==> config.mk <==
export PLATFORM = sky130hd
export DESIGN_NAME = uart_word_bridge_flat
export DESIGN_NICKNAME = d
export VERILOG_FILES = /design/src/rtl/uart_word_bridge_if.sv /design/src/rtl/uart_word_bridge.sv /design/src/flat_wrapper.sv
export SDC_FILE = /design/constraint.sdc
export NUM_CORES = 1
export LEC_CHECK = 0
export ABC_AREA = 1
export ABC_CLOCK_PERIOD_IN_PS = 4100
export CAP_MARGIN = 20
export CORE_AREA = 2 2 242 244
export CTS_CLUSTER_DIAMETER = 50
export CTS_CLUSTER_SIZE = 16
export DETAILED_ROUTE_END_ITERATION = 8
export DIE_AREA = 0 0 244 246
export SLEW_MARGIN = 5
export SYNTH_ARGS = -nofsm -noshare
export SYNTH_HDL_FRONTEND = slang
export SYNTH_SLANG_ARGS = --single-unit
==> constraint.sdc <==
create_clock -name clk -period 4.1 [get_ports clk]
set_input_delay 0.82 -clock clk [delete_from_list [all_inputs] [get_ports clk]]
set_output_delay 0.82 -clock clk [all_outputs]
set_load 0.01 [all_outputs]
==> src/rtl/uart_word_bridge_if.sv <==
// rtl/uart_word_bridge_if.sv - handshake bundle between the word bridge, the UART pair and the PE
interface uart_word_bridge_if #(
  parameter int DATA_W = 32
);
  // Receiver -> bridge
  logic [7:0]        rx_data;
  logic              rx_new;
  // bridge -> PE (RX words)
  logic [DATA_W-1:0] in_word;
  logic              in_valid;
  logic              in_ready;
  // PE -> bridge (TX words)
  logic [DATA_W-1:0] out_word;
  logic              out_valid;
  logic              out_ready;
  // bridge <-> Sender
  logic [7:0]        tx_data;
  logic              tx_start;
  logic              tx_busy;

  // Bridge side
  modport slave (
    input  rx_data, rx_new, in_ready, out_word, out_valid, tx_busy,
    output in_word, in_valid, out_ready, tx_data, tx_start
  );

  // Environment side (UART pair plus PE)
  modport master (
    output rx_data, rx_new, in_ready, out_word, out_valid, tx_busy,
    input  in_word, in_valid, out_ready, tx_data, tx_start
  );
endinterface

==> src/rtl/uart_word_bridge.sv <==
// rtl/uart_word_bridge.sv - packs UART bytes into words for the PE and serialises PE words back out
module uart_word_bridge #(
  parameter int DATA_W  = 32,
  parameter int DEPTH   = 8,
  parameter int TIMEOUT = 100000
) (
  input  logic                   clk,
  input  logic                   reset,
  uart_word_bridge_if.slave      bus,
  output logic [$clog2(DEPTH):0] fill_level,
  output logic                   overflow,
  output logic                   timeout_err,
  input  logic                   clear_err
);

  localparam int BYTES = DATA_W / 8;
  localparam int AW    = $clog2(DEPTH);
  localparam int BW    = (BYTES > 1) ? $clog2(BYTES) : 1;
  localparam int TW    = (TIMEOUT > 1) ? $clog2(TIMEOUT + 1) : 1;
  localparam bit TMO_EN = (TIMEOUT != 0);
  localparam logic [BW-1:0] LAST_BYTE = BW'(BYTES - 1);
  localparam logic [TW-1:0] TMO_LIMIT = TW'(TIMEOUT);
  localparam logic [AW:0]   FULL_CNT  = (AW + 1)'(DEPTH);

  // ---------------------------------------------------------------- RX assembly
  logic [BW-1:0]     byte_idx;
  logic [DATA_W-1:0] asm_word;
  logic [DATA_W-1:0] asm_next;
  logic [TW-1:0]     tmo_cnt;
  logic              push_req;
  logic              tmo_hit;

  // Merge the incoming byte into its little-endian slot of the partial word
  always_comb begin
    asm_next = asm_word;
    asm_next[8*byte_idx +: 8] = bus.rx_data;
  end

  assign push_req = bus.rx_new && (byte_idx == LAST_BYTE);
  // A byte arriving in the expiry cycle wins over the timeout
  assign tmo_hit  = TMO_EN && (byte_idx != '0) && (tmo_cnt == TMO_LIMIT) && !bus.rx_new;

  // Byte index, partial word and inter-byte timeout counter
  always_ff @(posedge clk or negedge reset) begin
    if (!reset) begin
      byte_idx <= '0;
      asm_word <= '0;
      tmo_cnt  <= '0;
    end else if (bus.rx_new) begin
      tmo_cnt <= '0;
      if (push_req) begin
        byte_idx <= '0;
        asm_word <= '0;
      end else begin
        byte_idx <= byte_idx + 1'b1;
        asm_word <= asm_next;
      end
    end else if (tmo_hit) begin
      byte_idx <= '0;
      asm_word <= '0;
      tmo_cnt  <= '0;
    end else if (TMO_EN && byte_idx != '0) begin
      tmo_cnt <= tmo_cnt + 1'b1;
    end
  end

  // ---------------------------------------------------------------- RX FIFO
  logic [DATA_W-1:0] mem [DEPTH];
  logic [AW-1:0]     wr_ptr;
  logic [AW-1:0]     rd_ptr;
  logic [AW-1:0]     rd_next;
  logic [AW:0]       count;
  logic [AW:0]       count_after_pop;
  logic [AW:0]       count_next;
  logic              pop;
  logic              push_ok;
  logic              in_valid_q;
  logic [DATA_W-1:0] in_word_q;
  logic [DATA_W-1:0] head_next;

  // Pop is resolved first so a full FIFO can accept a word in the same cycle
  always_comb begin
    pop             = in_valid_q && bus.in_ready;
    count_after_pop = count - (AW + 1)'(pop);
    push_ok         = push_req && (count_after_pop != FULL_CNT);
    count_next      = count_after_pop + (AW + 1)'(push_ok);
    rd_next         = rd_ptr + AW'(pop);
    if (count_after_pop != '0) begin
      head_next = mem[rd_next];
    end else if (push_ok) begin
      head_next = asm_next;
    end else begin
      head_next = in_word_q;
    end
  end

  // Word storage; contents are only meaningful between rd_ptr and wr_ptr
  always_ff @(posedge clk) begin
    if (push_ok) begin
      mem[wr_ptr] <= asm_next;
    end
  end

  // Pointers, occupancy and the registered head word presented to the PE
  always_ff @(posedge clk or negedge reset) begin
    if (!reset) begin
      wr_ptr     <= '0;
      rd_ptr     <= '0;
      count      <= '0;
      in_valid_q <= 1'b0;
      in_word_q  <= '0;
    end else begin
      if (push_ok) begin
        wr_ptr <= wr_ptr + 1'b1;
      end
      rd_ptr     <= rd_next;
      count      <= count_next;
      in_valid_q <= (count_next != '0);
      in_word_q  <= head_next;
    end
  end

  assign bus.in_word  = in_word_q;
  assign bus.in_valid = in_valid_q;
  assign fill_level   = count;

  // Sticky error flags; a new event outranks a clear in the same cycle
  always_ff @(posedge clk or negedge reset) begin
    if (!reset) begin
      overflow    <= 1'b0;
      timeout_err <= 1'b0;
    end else begin
      if (push_req && !push_ok) begin
        overflow <= 1'b1;
      end else if (clear_err) begin
        overflow <= 1'b0;
      end
      if (tmo_hit) begin
        timeout_err <= 1'b1;
      end else if (clear_err) begin
        timeout_err <= 1'b0;
      end
    end
  end

  // ---------------------------------------------------------------- TX serialiser
  typedef enum logic [1:0] {
    TX_IDLE,
    TX_LOAD,
    TX_GUARD,
    TX_WAIT
  } tx_state_t;

  tx_state_t         tx_state;
  logic [DATA_W-1:0] tx_word;
  logic [BW-1:0]     tx_cnt;
  logic              out_ready_q;
  logic              tx_start_q;
  logic [7:0]        tx_data_q;

  // Word-to-byte FSM; GUARD covers the cycle before the Sender raises isBusy
  always_ff @(posedge clk or negedge reset) begin
    if (!reset) begin
      tx_state    <= TX_IDLE;
      tx_word     <= '0;
      tx_cnt      <= '0;
      out_ready_q <= 1'b0;
      tx_start_q  <= 1'b0;
      tx_data_q   <= '0;
    end else begin
      tx_start_q <= 1'b0;
      case (tx_state)
        TX_IDLE: begin
          if (out_ready_q && bus.out_valid) begin
            tx_word     <= bus.out_word;
            tx_cnt      <= '0;
            out_ready_q <= 1'b0;
            tx_state    <= TX_LOAD;
          end else begin
            out_ready_q <= 1'b1;
          end
        end
        TX_LOAD: begin
          if (!bus.tx_busy) begin
            tx_data_q  <= tx_word[8*tx_cnt +: 8];
            tx_start_q <= 1'b1;
            tx_state   <= TX_GUARD;
          end
        end
        TX_GUARD: begin
          tx_state <= TX_WAIT;
        end
        TX_WAIT: begin
          if (!bus.tx_busy) begin
            if (tx_cnt == LAST_BYTE) begin
              out_ready_q <= 1'b1;
              tx_state    <= TX_IDLE;
            end else begin
              tx_cnt   <= tx_cnt + 1'b1;
              tx_state <= TX_LOAD;
            end
          end
        end
        default: begin
          tx_state <= TX_IDLE;
        end
      endcase
    end
  end

  assign bus.out_ready = out_ready_q;
  assign bus.tx_start  = tx_start_q;
  assign bus.tx_data   = tx_data_q;

endmodule
==> src/flat_wrapper.sv <==
// flat-port wrapper written by rule: the top's interface ports become plain ports
module uart_word_bridge_flat 
#(
  parameter int DATA_W  = 32,
  parameter int DEPTH   = 8,
  parameter int TIMEOUT = 100000
)
  (clk, reset, fill_level, overflow, timeout_err, clear_err, bus_rx_data, bus_rx_new, bus_in_ready, bus_out_word, bus_out_valid, bus_tx_busy, bus_in_word, bus_in_valid, bus_out_ready, bus_tx_data, bus_tx_start);
  uart_word_bridge_if #(.DATA_W(DATA_W)) bus_i ();
  input  logic clk;
  input  logic reset;
  output logic [$clog2(DEPTH):0] fill_level;
  output logic overflow;
  output logic timeout_err;
  input  logic clear_err;
  input wire logic [$bits(bus_i.rx_data)-1:0] bus_rx_data;
  input wire logic [$bits(bus_i.rx_new)-1:0] bus_rx_new;
  input wire logic [$bits(bus_i.in_ready)-1:0] bus_in_ready;
  input wire logic [$bits(bus_i.out_word)-1:0] bus_out_word;
  input wire logic [$bits(bus_i.out_valid)-1:0] bus_out_valid;
  input wire logic [$bits(bus_i.tx_busy)-1:0] bus_tx_busy;
  output wire logic [$bits(bus_i.in_word)-1:0] bus_in_word;
  output wire logic [$bits(bus_i.in_valid)-1:0] bus_in_valid;
  output wire logic [$bits(bus_i.out_ready)-1:0] bus_out_ready;
  output wire logic [$bits(bus_i.tx_data)-1:0] bus_tx_data;
  output wire logic [$bits(bus_i.tx_start)-1:0] bus_tx_start;
  assign bus_i.rx_data = bus_rx_data;
  assign bus_i.rx_new = bus_rx_new;
  assign bus_i.in_ready = bus_in_ready;
  assign bus_i.out_word = bus_out_word;
  assign bus_i.out_valid = bus_out_valid;
  assign bus_i.tx_busy = bus_tx_busy;
  assign bus_in_word = bus_i.in_word;
  assign bus_in_valid = bus_i.in_valid;
  assign bus_out_ready = bus_i.out_ready;
  assign bus_tx_data = bus_i.tx_data;
  assign bus_tx_start = bus_i.tx_start;
  uart_word_bridge #(.DATA_W(DATA_W), .DEPTH(DEPTH), .TIMEOUT(TIMEOUT)) u_core (.clk(clk), .reset(reset), .bus(bus_i), .fill_level(fill_level), .overflow(overflow), .timeout_err(timeout_err), .clear_err(clear_err));
endmodule
Word-level counts from Yosys, hierarchy flattened

Memories as Yosys holds them, arrays and structs flattened.
Index checks and enable logic that the tools add are counted.

Register bits after elaboration: 142
Bits in writable memories: 256
Bits of input ports: 47
Output and inout bits: 49
Word-level logic and storage cells: 97
Memories: 1

Memory list:

| name       | depth | width | read ports | clocked after Yosys merged registers in | wr ports | RTL line               | text |
|---|---|---|---|---|---|---|---|
| u_core.mem | 8     | 32    | 1          | 0                                       | 1        | uart_word_bridge.sv:68 | `logic [DATA_W-1:0] mem [DEPTH];` |

Add/subtract/negate cells: 8
Eq/ne operators: 12
Shift-type cells: 3
Multiplexer cells: 32
Bitwise logic cells: 1
Reductions and logical operators: 24

Operator list:

| cell                                                                    | number |
|---|---|
| 32-bit 2-to-1 mux                                                       | 5 |
| 17-bit 2-to-1 mux                                                       | 3 |
| 5-bit negation with 34-bit output                                       | 1 |
| 8-bit by 34-bit variable shift with 32-bit output, first input constant | 1 |
| 8-bit by 34-bit variable part select with 32-bit output                 | 1 |
| 32-bit bitwise mux                                                      | 1 |
| 32-bit by 6-bit variable part select with 8-bit output                  | 1 |
| 2-bit 2-to-1 mux                                                        | 9 |
| 17-bit by 1-bit adder with 17-bit output, second input constant         | 1 |
| 17-bit equality test, second input constant                             | 1 |
| 2-bit nonzero test                                                      | 6 |
| 1-bit 2-to-1 mux                                                        | 11 |
| 2-bit equality test, second input constant                              | 4 |
| 2-bit case mux with 4 select lines                                      | 1 |
| 4-bit nonzero test                                                      | 2 |
| 1-bit logical AND                                                       | 7 |
| 2-bit inequality test, second input constant                            | 3 |
| 3-bit AND reduction                                                     | 2 |
| 2-bit by 1-bit adder with 2-bit output, second input constant           | 2 |
| 4-bit by 1-bit adder with 4-bit output                                  | 1 |
| 2-bit by 1-bit inequality test with 1-bit output, second input constant | 2 |
| 4-bit inequality test, second input constant                            | 1 |
| 2-bit case mux with 2 select lines                                      | 1 |
| 2-bit AND reduction                                                     | 2 |
| other kinds (10)                                                        | 11 |

Logic depth before layout (Yosys ltp)

Depth in word-level cells: 7
Mapped depth: 14
Depth with buffers taken out: 14

Worst setup path after synthesis

Ideal clock, no wire load.

Path type: input port to flip-flop
Start: input port bus_in_ready
End: memory u_core.mem[4][0], enable pin
Setup time: 0.461 ns
Data arrival time: 4.033 ns
Required time: 3.639 ns
Path slack: -0.394 ns
Stages on the path: 12
Path buffers: 1
Path through: nand2_1 -> inv_1 -> ha_1 -> ha_1 -> inv_1 -> nand2_1 -> nand2_1 -> nor3_2 -> nand2_1 -> nand2_1 -> buf_2 -> nor3_1

Longest elaborated chain between the ends: 6

RTL lines:

| item                                        | RTL line                | text |
|---|---|---|
| from (decl)                                 | flat_wrapper.sv:18      | `input wire logic [$bits(bus_i.in_ready)-1:0] bus_in_ready;` |
| 1-bit logical AND                           | uart_word_bridge.sv:83  | `pop = in_valid_q && bus.in_ready;` |
| 4-bit by 1-bit subtractor with 4-bit output | uart_word_bridge.sv:84  | `count_after_pop = count - (AW + 1)'(pop);` |
| 4-bit inequality test                       | uart_word_bridge.sv:85  | `push_ok = push_req && (count_after_pop != FULL_CNT);` |
| 1-bit logical AND                           | uart_word_bridge.sv:85  |  |
| 1-bit 2-to-1 mux                            | uart_word_bridge.sv:99  | `if (push_ok) begin` |
| 1-bit 2-to-1 mux (implied by the code)      | uart_word_bridge.sv:100 | `mem[wr_ptr] <= asm_next;` |
| to (decl)                                   | uart_word_bridge.sv:68  |  |

No other way between the ends.

Worst setup path after layout

Start: input port bus_in_ready
End: memory u_core.mem[3][0], enable pin

The elaborated chain is that of the path after synthesis.

==> flow_summary_export.csv <==
group,metric,value,unit
routing,drc,0,
finish,multi_input_area,5090,um2
worst_setup_path,critPathKind,"in2reg",
routing,wl_per_cell,18.1,um
routing,final_antenna_net_count,0,
floorplan,die_width,244,um
grt,grt_pass1_wl,71100,um
sta,hold_viol,0,
finish,n_fill_cell,5654,
routing,vias_per_cell,4.88,
job,maxCapViolations,0,
cts,numClockSinks,398,
floorplan,start_util,29.7,%
yosys,netlist_area,17000,um2
grt,globalRouteTotalUtil,15.3,%
floorplan,core,57400,um2
sta,finalMaxSlewViolations,0,
worst_setup_path,cp.arrival,3.65,ns
grt,antenna_found_initial,2,
cts,h-tree-depth,2,
routing,drt_wl_total,45800,um
yosys,ys_ff_latch,398,
yosys,synthTopCellsByArea,"edfxtp_1, dfrtp_1, nor2_1, nand2_1, o21ai_0",
grt,grt_max_degree,77,
cts,ctsResizeCount,0,
yosys,synth_edf_count,256,
power,sequentialPowerShare,36.7,%
yosys,yosysMostFrequentCell,"nor2_1",
sta,max-slew-margin-rel,25.9,%
sta,fin_crit_sh,84.2,%
sta,setup_viol,0,
power,p_int,9310,uW
worst_setup_path,endpoint_kind,"flop",
yosys,seq_area_frac_synth,66.0,%
sta,setup_ws,0.647,ns
cts,postCtsSetupRepairBufs,0,
routing,firstDrtPassIters,5,
run_status,status,"finished clean",
placed_design,portBuffers,95,
routing,vias,12400,
cts,cts_buffer_depth,3,
cts,root_buffer,"clkbuf_16",
power,swShare,39.1,%
power,p_leak,0.00785,uW
worst_setup_path,startpoint_type,"input pin",
floorplan,pin_count,96,
cts,cts-hold-fix-buffers,0,
worst_setup_path,crit_fanout,25,
finish,final_core_util,35.5,%
sta,rsz0062_at_grt,"false",
sta,fmax,0.290,GHz
power,clkPwrFrac,24.1,%
floorplan,placementRows,88,
power,combPwrFrac,39.2,%
yosys,synth_top_area_cell,"edfxtp_1",
yosys,synth_top_area_share,45.2,%
sta,finalSetupTns,0,ns
yosys,yosys-top-cells-count,"nor2_1, nand2_1, edfxtp_1",
power,vdd_ir_drop_max,0.382,mV
cts,path_clk_slew,0.06,ns
placed_design,hpwl,29300,um
sta,tightest_slew,1.10,ns
yosys,synth_warnings,0,
yosys,synthDistinctLibCells,34,
floorplan,die_h,246,um
yosys,syn_avg_cell_area,10.3,um2
finish,nNetsFinal,1805,
finish,antenna_cells,0,
worst_hold_path,min_path_type,"in2async",
cts,clk_latency,0.56,ns
grt,grt-ovfl-total,0,
floorplan,dieArea,60000,um2
finish,register_area,11200,um2
sta,min_period,3.45,ns
grt,first_global_vias,12100,
power,p_per_area,751,nW/um2
cts,cts_buffers,39,
finish,area_growth,19.6,%
yosys,synthFlopType,"edfxtp_1",
power,switchingPower,5970,uW
placed_design,place.gp.congestion,0.864,
finish,drive_gt1_share,8.02,%
worst_setup_path,critPathRequiredTime,4.30,ns
yosys,syn_inst,1646,
yosys,syn_nets,1711,
routing,drt_iter0_drc,1236,
yosys,async_flop_share,35.7,%
sta,finClkSkew,0.0242,ns
cts,cts_tree,"built",
placed_design,pre_cts_ws,0.0601,ns
final cells by class:
class	count	share of cell area [%]
timing repair buffer	139	6.80
clock inverter	27	1.32
clock buffer	45	5.16
multi-input combinational	1065	25.0
sequential	398	55.2
inverter	97	1.79
tap	765	4.70
flip-flops by register name, summed over array words and instances (netlist names), 2 cells and up:
signal              flops
u_core.asm_word        32
u_core.bus.in_word     32
u_core.bus.tx_data      8
u_core.byte_idx         2
u_core.fill_level       4
u_core.mem            256
u_core.rd_ptr           3
u_core.tmo_cnt         17
u_core.tx_cnt           2
u_core.tx_state         2
u_core.tx_word         32
u_core.wr_ptr           3
worst max-delay path: stages:
cell and delay (ns):
clkdlybuf4s50_1 0.44, nand2_1 0.09, inv_1 0.09, ha_1 0.20, ha_1 0.20, inv_1 0.06, nand2_1 0.04, nand2_1 0.12
nor3_2 0.08, nand2_1 0.09, nand2_1 0.22, nor3_2 0.65, buf_4 0.53
power groups by stage:
stage               clock [uW]  sequential, uW  combinational [uW]
floorplan                    0            5600                3680
global placement             0            5680                5860
detailed placement           0            5690                6000
CTS                       3760            5610                6020
global route              3940            5680                6680
finish                    3680            5610                5990
metrics by stage:
step                hold slack (ns)  area [um2]  power, uW  cells
global route                  0.362       20400      16300   2536
floorplan                     0.437       17000       9280   1646
global placement              0.451       19000      11500   2459
CTS                           0.320       20300      15400   2533
detailed placement            0.454       19000      11700   2461
finish                        0.327       20400      15300   2536
layer usage:
| layer | track usage, % | vias up | share of wire [%] |
|---|---|---|---|
| met1 | 22.0 | 6029 | 46 |
| met3 | 2.55 | 65 | 7.6 |
| met5 | 0 | - | 0 |
| met2 | 23.8 | 483 | 45 |
| met4 | 3.98 | 0 | 1.7 |
| li1 | - | 5795 | - |
kinds of logic after synthesis:
family	synth area share, %
and+or+nand+nor	17.6
xor gates and xnor gates	0.507
buffers and inverters	4.51
DFF	66.0
adders and majority gates	1.32
AOI/OAI and AO/OA	10.0
placed cells by master (no fill, tap or decap), types with 7 or more instances in the layout:
cell type | Yosys | routed
o22ai_1 | 12 | 12
a31oi_1 | 8 | 8
or2_2 | 9 | 9
inv_1 | 92 | 92
o211ai_1 | 63 | 63
clkbuf_16 | 0 | 41
nand4_1 | 15 | 15
a21oi_1 | 11 | 11
dfrtp_1 | 142 | 142
buf_4 | 9 | 33
nand2_1 | 307 | 306
buf_12 | 0 | 7
nor3_1 | 20 | 12
nor2_1 | 314 | 313
ha_1 | 18 | 16
o21ai_0 | 180 | 176
nor3_2 | 2 | 10
a22oi_1 | 8 | 8
edfxtp_1 | 256 | 256
nand3_1 | 72 | 72
clkdlybuf4s50_1 | 0 | 94
worst paths after layout:
kind                       slack [ns]                           start                           endpoint  depth (start not counted)
max reg2reg                      0.93   u_core.bus.in_valid$_DFF_PN0_         u_core.mem[3][0]$_DFFE_PP_                         12
max in group asynchronous        2.92                           reset  u_core.bus.in_word[1]$_DFFE_PN0P_                          2
max                              0.65                    bus_in_ready         u_core.mem[3][0]$_DFFE_PP_                         13
min                              0.33                           reset     u_core.tmo_cnt[12]$_DFFE_PN0P_                          1
min reg2reg                      0.46  u_core.tx_word[30]$_DFFE_PN0P_     u_core.tx_word[30]$_DFFE_PN0P_                          2
min in group clk                 0.46  u_core.tx_word[30]$_DFFE_PN0P_     u_core.tx_word[30]$_DFFE_PN0P_                          2
Power figures use the tool's default switching activity.
